--- config.mk ---
export PLATFORM = sky130hd
export DESIGN_NAME = div_iter
export DESIGN_NICKNAME = d
export VERILOG_FILES = /design/src/rtl/div_iter.sv
export SDC_FILE = /design/constraint.sdc
export NUM_CORES = 1
export LEC_CHECK = 0
export BUFFER_PORTS_ARGS = -buffer_cell sky130_fd_sc_hd__buf_2
export CORE_MARGIN = 2
export CORE_UTILIZATION = 60
export CTS_CLUSTER_SIZE = 14
export DETAILED_ROUTE_END_ITERATION = 12
export PLACE_DENSITY = 0.92
export SLEW_MARGIN = 40
export SYNTH_ARGS = -nofsm -noshare
export SYNTH_HDL_FRONTEND = slang
export SYNTH_SLANG_ARGS = --single-unit
--- constraint.sdc ---
create_clock -name clk -period 6.5 [get_ports clk]
set_input_delay 0.325 -clock clk [delete_from_list [all_inputs] [get_ports clk]]
set_output_delay 0.325 -clock clk [all_outputs]
set_load 0.01 [all_outputs]
--- src/rtl/div_iter.sv ---
// ---------------------------------------------------------------------------
// div_iter
//   Iterative radix-2 restoring divider for MIPS DIV/DIVU in the execute
//   stage. One operand pair per operation; produces quotient (LO) and
//   remainder (HI). busy feeds the hazard unit's stall while an operation
//   is in flight; done pulses for one cycle when results become valid.
//
// Ports
//   clk          clock
//   rst          asynchronous active-high reset
//   start        begin an operation (only honoured in IDLE)
//   is_signed    1 = DIV (two's complement), 0 = DIVU; sampled with start
//   annul        synchronous cancel (pipeline flush / exception)
//   a, b         dividend / divisor; sampled with start
//   busy         operation in progress
//   done         one-cycle pulse; results valid from this cycle on
//   quotient     result -> LO
//   remainder    result -> HI
//   div_by_zero  last completed operation had b == 0
// ---------------------------------------------------------------------------
module div_iter #(
  parameter int WIDTH = 32
) (
  input  logic             clk,
  input  logic             rst,
  input  logic             start,
  input  logic             is_signed,
  input  logic             annul,
  input  logic [WIDTH-1:0] a,
  input  logic [WIDTH-1:0] b,
  output logic             busy,
  output logic             done,
  output logic [WIDTH-1:0] quotient,
  output logic [WIDTH-1:0] remainder,
  output logic             div_by_zero
);

  localparam int CNT_W = $clog2(WIDTH) + 1;

  typedef enum logic [1:0] {
    S_IDLE = 2'd0,
    S_BUSY = 2'd1,
    S_DONE = 2'd2
  } state_t;

  state_t             state_q, state_d;
  logic [CNT_W-1:0]   cnt_q, cnt_d;
  logic [WIDTH-1:0]   rem_q, rem_d;
  logic [WIDTH-1:0]   quo_q, quo_d;
  logic [WIDTH-1:0]   dvs_q, dvs_d;
  logic               neg_quo_q, neg_quo_d;
  logic               neg_rem_q, neg_rem_d;
  logic [WIDTH-1:0]   quotient_q, quotient_d;
  logic [WIDTH-1:0]   remainder_q, remainder_d;
  logic               dbz_q, dbz_d;

  // Operand magnitudes. For the most negative dividend the negation wraps to
  // the same bit pattern, which is the correct unsigned magnitude.
  logic             a_neg, b_neg;
  logic [WIDTH-1:0] a_mag, b_mag;

  assign a_neg = is_signed & a[WIDTH-1];
  assign b_neg = is_signed & b[WIDTH-1];
  assign a_mag = a_neg ? (~a + 1'b1) : a;
  assign b_mag = b_neg ? (~b + 1'b1) : b;

  // One restoring step: shift {rem,quo} left and try to subtract the divisor.
  // The partial remainder is always below the divisor, so a non-negative
  // trial result fits in WIDTH bits.
  logic [WIDTH:0]   trial;
  logic [WIDTH-1:0] rem_step, quo_step;

  assign trial    = {rem_q, quo_q[WIDTH-1]} - {1'b0, dvs_q};
  assign rem_step = trial[WIDTH] ? {rem_q[WIDTH-2:0], quo_q[WIDTH-1]} : trial[WIDTH-1:0];
  assign quo_step = {quo_q[WIDTH-2:0], ~trial[WIDTH]};

  always_ff @(posedge clk or posedge rst) begin
    if (rst) begin
      state_q     <= S_IDLE;
      cnt_q       <= '0;
      rem_q       <= '0;
      quo_q       <= '0;
      dvs_q       <= '0;
      neg_quo_q   <= 1'b0;
      neg_rem_q   <= 1'b0;
      quotient_q  <= '0;
      remainder_q <= '0;
      dbz_q       <= 1'b0;
    end else begin
      state_q     <= state_d;
      cnt_q       <= cnt_d;
      rem_q       <= rem_d;
      quo_q       <= quo_d;
      dvs_q       <= dvs_d;
      neg_quo_q   <= neg_quo_d;
      neg_rem_q   <= neg_rem_d;
      quotient_q  <= quotient_d;
      remainder_q <= remainder_d;
      dbz_q       <= dbz_d;
    end
  end

  always_comb begin
    state_d     = state_q;
    cnt_d       = cnt_q;
    rem_d       = rem_q;
    quo_d       = quo_q;
    dvs_d       = dvs_q;
    neg_quo_d   = neg_quo_q;
    neg_rem_d   = neg_rem_q;
    quotient_d  = quotient_q;
    remainder_d = remainder_q;
    dbz_d       = dbz_q;

    unique case (state_q)
      S_IDLE: begin
        if (start && !annul) begin
          if (b == '0) begin
            // No iterations needed: result is defined directly.
            state_d     = S_DONE;
            quotient_d  = '1;
            remainder_d = a;
            dbz_d       = 1'b1;
          end else begin
            state_d   = S_BUSY;
            cnt_d     = '0;
            rem_d     = '0;
            quo_d     = a_mag;
            dvs_d     = b_mag;
            neg_quo_d = a_neg ^ b_neg;
            neg_rem_d = a_neg;
          end
        end
      end

      S_BUSY: begin
        if (annul) begin
          // Cancel; published results stay as they were.
          state_d = S_IDLE;
        end else begin
          rem_d = rem_step;
          quo_d = quo_step;
          cnt_d = cnt_q + 1'b1;
          if (cnt_q == CNT_W'(WIDTH - 1)) begin
            state_d     = S_DONE;
            quotient_d  = neg_quo_q ? (~quo_step + 1'b1) : quo_step;
            remainder_d = neg_rem_q ? (~rem_step + 1'b1) : rem_step;
            dbz_d       = 1'b0;
          end
        end
      end

      S_DONE: begin
        state_d = S_IDLE;
      end

      default: begin
        state_d = S_IDLE;
      end
    endcase
  end

  assign busy        = (state_q == S_BUSY);
  assign done        = (state_q == S_DONE);
  assign quotient    = quotient_q;
  assign remainder   = remainder_q;
  assign div_by_zero = dbz_q;

endmodule
== Word level (Yosys, flattened, before mapping) ==
Index checks and enable logic that the tools add are counted.
Storage, ports and cells
  flip-flop bits (word level): 171
  input port bits: 69
  output and inout bits: 67
  word-level logic and storage cells: 80
Operators by class
  $add $sub $neg: 6
  equal/unequal tests: 9
  muxes and demuxes: 37
  bitwise logic cells: 9
  reduce and logical (&&, ||, !) cells: 9
Operator list (number)
  32-bit two-way mux: 19
  32-bit one-hot mux with 2 select lines: 4
  32-bit by 1-bit adder with 32-bit output, second input constant: 4
  32-bit NOT: 4
  33-bit by 32-bit subtractor with 33-bit output: 1
  32-bit logical NOT: 1
  6-bit two-way mux: 3
  6-bit one-hot mux with 2 select lines: 1
  2-bit two-way mux: 4
  2-bit inequality test, second input constant: 4
  6-bit by 1-bit adder with 6-bit output, second input constant: 1
  6-bit by 5-bit == test with 1-bit output, second input constant: 1
  5-bit AND reduction: 1
  1-bit two-way mux: 4
  2-bit one-hot mux with 2 select lines: 1
  4-bit AND reduction: 1
  3-bit by 2-bit inequality test with 1-bit output, second input constant: 1
  3-bit AND reduction: 1
  1-bit AND: 2
  2-bit by 1-bit == test with 1-bit output, second input constant: 1
  2-bit == test, second input constant: 1
  2-bit logical NOT: 1
  2-bit by 1-bit inequality test with 1-bit output, second input constant: 1
  1-bit NOT: 2
  other kinds (6): 6

== Longest topological paths before layout ==
  word-level depth: 8
  mapped depth: 26

== Worst setup path after synthesis ==
OpenSTA, ideal clock, no wires.
  path kind: register -> register
  start point: register quo_q[31]
  end point: register remainder_q[30], in the netlist remainder[30]
  data arrival time: 5.744 ns
  data required time: 6.401 ns
  path slack: 0.657 ns
  cell stages (with the launch flop): 23
  clock period less this slack: 5.843 ns
  path through: dfrtp_1 > inv_1 > ha_1 > inv_1 > fa_1 > a211oi_2 > o31ai_1 > o211ai_1 > a211oi_1 > o211a_1 > inv_2 > buf_2 > buf_1 > mux2i_1 > ha_1 > nand2_1 > or4_1 > or3_1 > or3_4 > o41a_4 > o41ai_2 > xor2_1 > a311oi_1
Between the ends
  longest elaborated chain between the ends: 8
RTL lines
  from (decl): RTL line 49  | logic [WIDTH-1:0] quo_q, quo_d;
  from (signal assigned): RTL line 93  | quo_q <= quo_d;
  33-bit by 32-bit subtractor with 33-bit output: RTL line 73  | assign trial = {rem_q, quo_q[WIDTH-1]} - {1'b0, dvs_q};
  32-bit two-way mux (*): RTL line 74  | assign rem_step = trial[WIDTH] ? {rem_q[WIDTH-2:0], quo_q[WIDTH-1]} : trial[WIDTH-1:0];
  32-bit NOT: RTL line 147  | remainder_d = neg_rem_q ? (~rem_step + 1'b1) : rem_step;
  32-bit by 1-bit adder with 32-bit output: RTL line 147
  32-bit two-way mux (*): RTL line 147
  32-bit two-way mux (*): RTL line 144  | if (cnt_q == CNT_W'(WIDTH - 1)) begin
  32-bit two-way mux (*): RTL line 137  | if (annul) begin
  32-bit one-hot mux with 2 select lines (*): RTL line 115  | unique case (state_q)
  to (signal assigned): RTL line 98  | remainder_q <= remainder_d;
  to (decl): RTL line 54  | logic [WIDTH-1:0] remainder_q, remainder_d;
Mark *: on every way between the ends. The rest lies on a longest branch, timed or not. The select of a mux whose other input is x is not followed.
A chain may end at the register's enable or synchronous reset.

== Worst setup path after layout ==
  start point: register rem_q[4]
  end point: register remainder_q[26], in the netlist remainder[26]
Between the ends
  longest elaborated chain between the ends: 8
RTL lines
  from (decl): RTL line 48  | logic [WIDTH-1:0] rem_q, rem_d;
  from (signal assigned): RTL line 92  | rem_q <= rem_d;
  33-bit by 32-bit subtractor with 33-bit output: RTL line 73
  32-bit two-way mux (*): RTL line 74
  32-bit NOT: RTL line 147
  32-bit by 1-bit adder with 32-bit output: RTL line 147
  32-bit two-way mux (*): RTL line 147
  32-bit two-way mux (*): RTL line 144
  32-bit two-way mux (*): RTL line 137
  32-bit one-hot mux with 2 select lines (*): RTL line 115
Marks and branches as above.

==> results.md <==
- Largest stage delay on the critical path: around 570 ps
- Synth top area cells: dfrtp_1, o21ai_0, a21oi_1, nand2_1, nor2_1
- Routed wire length: 33550 µm
- Top cells by count, synth: nand2_1, dfrtp_1, nor2_1
- Synth cell types: 80
- Die W: roughly 150 µm
- NetSw: between 2 and 3 mW
- Largest net degree at the start of global routing: 108
- Final Skew: roughly 10 ps
- # IOs: 136
- Mapped Area: 12300 µm²
- Starting Density: 0.6099
- CP max stage cell: o41a_4
- Syn Nets: between 1500 and 2000
- Met1 WL: 14360 µm
- Placer Congestion: 0.9368
- Max-cap violations: 0
- CTS tree: yes
- DIE HEIGHT: 147.2 µm
- Clock Pin Slew Worst Setup and Hold Paths: roughly 70 ps
- Final core occ: 0.6774
- Critical path fanouts, max: 9
- CORE AREA: around 20000 µm²
- Combinational Power Share: 0.530
- Endpoints failing setup: 0
- Drt wl/cell: 17.69 µm
- Post_cts resized: 0
- FF+latch count, synth: ~170
- H-tree levels: 4
- RSZ-0062 raised after global routing: no
- Avg Vias per Cell: 6.290
- DRC viols: 0
- Initial antenna violation count: 0
- Clock Tree Buf Depth: 2
- HP Class: input port to async pin
- Internal power: around 3.1 mW
- Top Metal Used: met4
- Post-Syn Instances: approximately 1500
- Crit Path Category: flip-flop to flip-flop
- Setup crit start kind: flip-flop
- Post-synth top area share: 0.3478
- Async S/R FF share, synth: 1.000
- Worst Path Arrival: ~6300 ps
- GR Util All Layers: 0.3066
- Crit share post-route: 0.9124
- LEAKAGE: slightly below 6 nW
- Die area: 21660 µm²
- Most common cell in the netlist: nand2_1
- Peak VDD IR: roughly 0.22 mV
- Final setup TNS: 0 ps
- Final hold slack: between 9 and 10 ps
- Sequential area share after synthesis: 0.3478
- Gr ovfl total: 0
- Syn. warnings: 0
- Row cnt: 52
- Data required time of the worst path: 6860 ps
- Hpwl dp: about 25000 µm
- Routed Antenna Nets: 0
- DRT iter0 DRCs: roughly 1100
- DR WL met2: approximately 15000 µm
- R2R depth: 19
- ANT cells: 0
- Slew Viols, Final: 0
- Crit path capture: remainder[26]$_DFFE_PP0P_
- Worst r2r src: rem_q[4]$_DFFE_PP0P_
- Root Buffer: clkbuf_16
- Clk network pwr share: 0.174
- # clock sinks: 171
- Met3 WL post-DR: 2794 µm
- Synth Flop Type: dfrtp_1
- Critical Path Source: rem_q[4]$_DFFE_PP0P_
- Setup Buffers After CTS: 0
- Power Density: between 400 and 500 nW/µm²
- Nets@finish: ~1700
- Worst R2R Setup Slack: roughly 570 ps
- Setup crit end kind: flip-flop
- Max Freq: ~170 MHz
- # hold bufs at CTS: 0
- Worst skew pair latency: ~430 ps
- CTS Buf Count: 17
- Flop pwr share: 0.297
- Layout cells sized above 1: 0.1321
- Least-Margin Pin Slew: roughly 800 ps
- Max_slew headroom: 0.4622
- Final Critical Period: 5930 ps
- Vias in the first global route: between 10000 and 15000
- Status: finished, final reports clean
- Area delta synth->final: 11.07%
- Sw Share: 0.4650
- Iteration count of the initial detailed-routing pass: 5
- First-pass GRT wire length: ~54000 µm
- Final hold viol count: 0
- Post-synth EDFFs: 0
- Via count: around 12000
- I/O Buffers: 135
- Worst path cell trace: ha_1 -> nand2_1 -> o31ai_1 -> o211ai_1 -> buf_4 -> a2111o_1 -> o211a_2 -> inv_2 -> mux2i_1 -> ha_1 -> nand2_1 -> or4_1 -> or3_1 -> or3_4 -> o41a_4 -> nor4b_1 -> o31ai_1 -> nand2b_1 -> a21oi_1
- Post-synth top area cell: dfrtp_1
- Terminus of the critical flop-to-flop path: remainder[26]$_DFFE_PP0P_
- Mean Syn Cell Area: roughly 8 µm²
==> registers in the layout, indices dropped and copies added, names as in the netlist <==
name / flops
neg_rem_q: 1
remainder: 32
rem_q: 32
quo_q: 32
dvs_q: 32
neg_quo_q: 1
quotient: 32
div_by_zero: 1
state_q: 2
cnt_q: 6
==> logic make-up (layout without fill, tap and decap cells) <==
family                   Yosys count  after routing  share of synthesized area
buffers and inverters            146            238                    0.04729
flip-flops                       171            171                     0.3478
adder cells (fa/ha/maj)           38             38                    0.03926
multiplexers                      35             35                    0.02858
AO/OA/AOI/OAI                    487            487                     0.2451
XOR/XNOR                         129            129                    0.09184
AND/OR/NAND/NOR                  529            529                     0.2001
==> cell usage in the layout, fill, tap and decap left out, drive strengths merged, types with 18 or more instances in the layout <==
| cell | instances |
|---|---|
| nor3 | 31 |
| clkbuf | 18 |
| or3 | 34 |
| ha | 37 |
| xnor2 | 68 |
| nor2 | 167 |
| o31ai | 32 |
| xor2 | 61 |
| a31oi | 38 |
| a21oi | 143 |
| nand3 | 21 |
| mux2i | 34 |
| dfrtp | 171 |
| o21ai | 157 |
| inv | 67 |
| nand2 | 177 |
| buf | 147 |
==> worst max-delay path: cells and delay by family, from the launching register on <==
family	cells	cell delay, ps
fa+ha+maj	2	730
mux	1	310
simple gates	7	2140
compound gates	7	1950
buf+inv	2	290
flops	1	450
==> metrics by stage <==
stage / area, µm² / total power [mW] / setup slack, ps / cells
after global routing: 13660 / 6.261 / 198.0 / 1897
after floorplan: 12300 / 3.925 / 656.6 / 1535
after CTS: 13650 / 5.823 / 489.6 / 1896
final: 13660 / 5.881 / 569.6 / 1897
after detailed placement: 13070 / 4.782 / 499.7 / 1864
after global placement: 13060 / 4.651 / 781.7 / 1864
==> how the worst min path moves through the flow <==
stage	end	slack, ps	from
floorplan	dvs_q[1]$_DFFE_PP0P_	450	dvs_q[1]$_DFFE_PP0P_
global placement	remainder[11]$_DFFE_PP0P_	460	remainder[11]$_DFFE_PP0P_
detailed placement	remainder[11]$_DFFE_PP0P_	470	remainder[11]$_DFFE_PP0P_
CTS	quotient[4]$_DFFE_PP0P_	50	rst
global route	quotient[6]$_DFFE_PP0P_	80	rst
finish	quotient[4]$_DFFE_PP0P_	9	rst
==> routing by layer <==
| metal | vias to the layer above | global-route usage |
|---|---|---|
| met5 | - | 0 |
| met4 | 0 | 0.1207 |
| met3 | 75 | 0.03975 |
| met2 | 619 | 0.4914 |
| met1 | 5571 | 0.4251 |
| li1 | 5667 | - |
==> area by class of cell <==
class / count / area (µm²)
multi-input combinational: 1218 / 7468
fill: 1646 / 6506
sequential: 171 / 4280
timing repair buffer: 147 / 769.5
clock buffer: 18 / 429.2
tap: 270 / 337.8
inverter: 59 / 229.0
clock inverter: 14 / 148.9
==> power by group through the flow <==
stage / registers [mW] / clock network [mW] / logic (mW)
floorplan: 1.75 / 0 / 2.18
global placement: 1.73 / 0 / 2.92
detailed placement: 1.75 / 0 / 3.03
CTS: 1.73 / 1.02 / 3.07
global route: 1.78 / 1.07 / 3.41
finish: 1.74 / 1.02 / 3.11
Power figures use the tool's default switching activity.
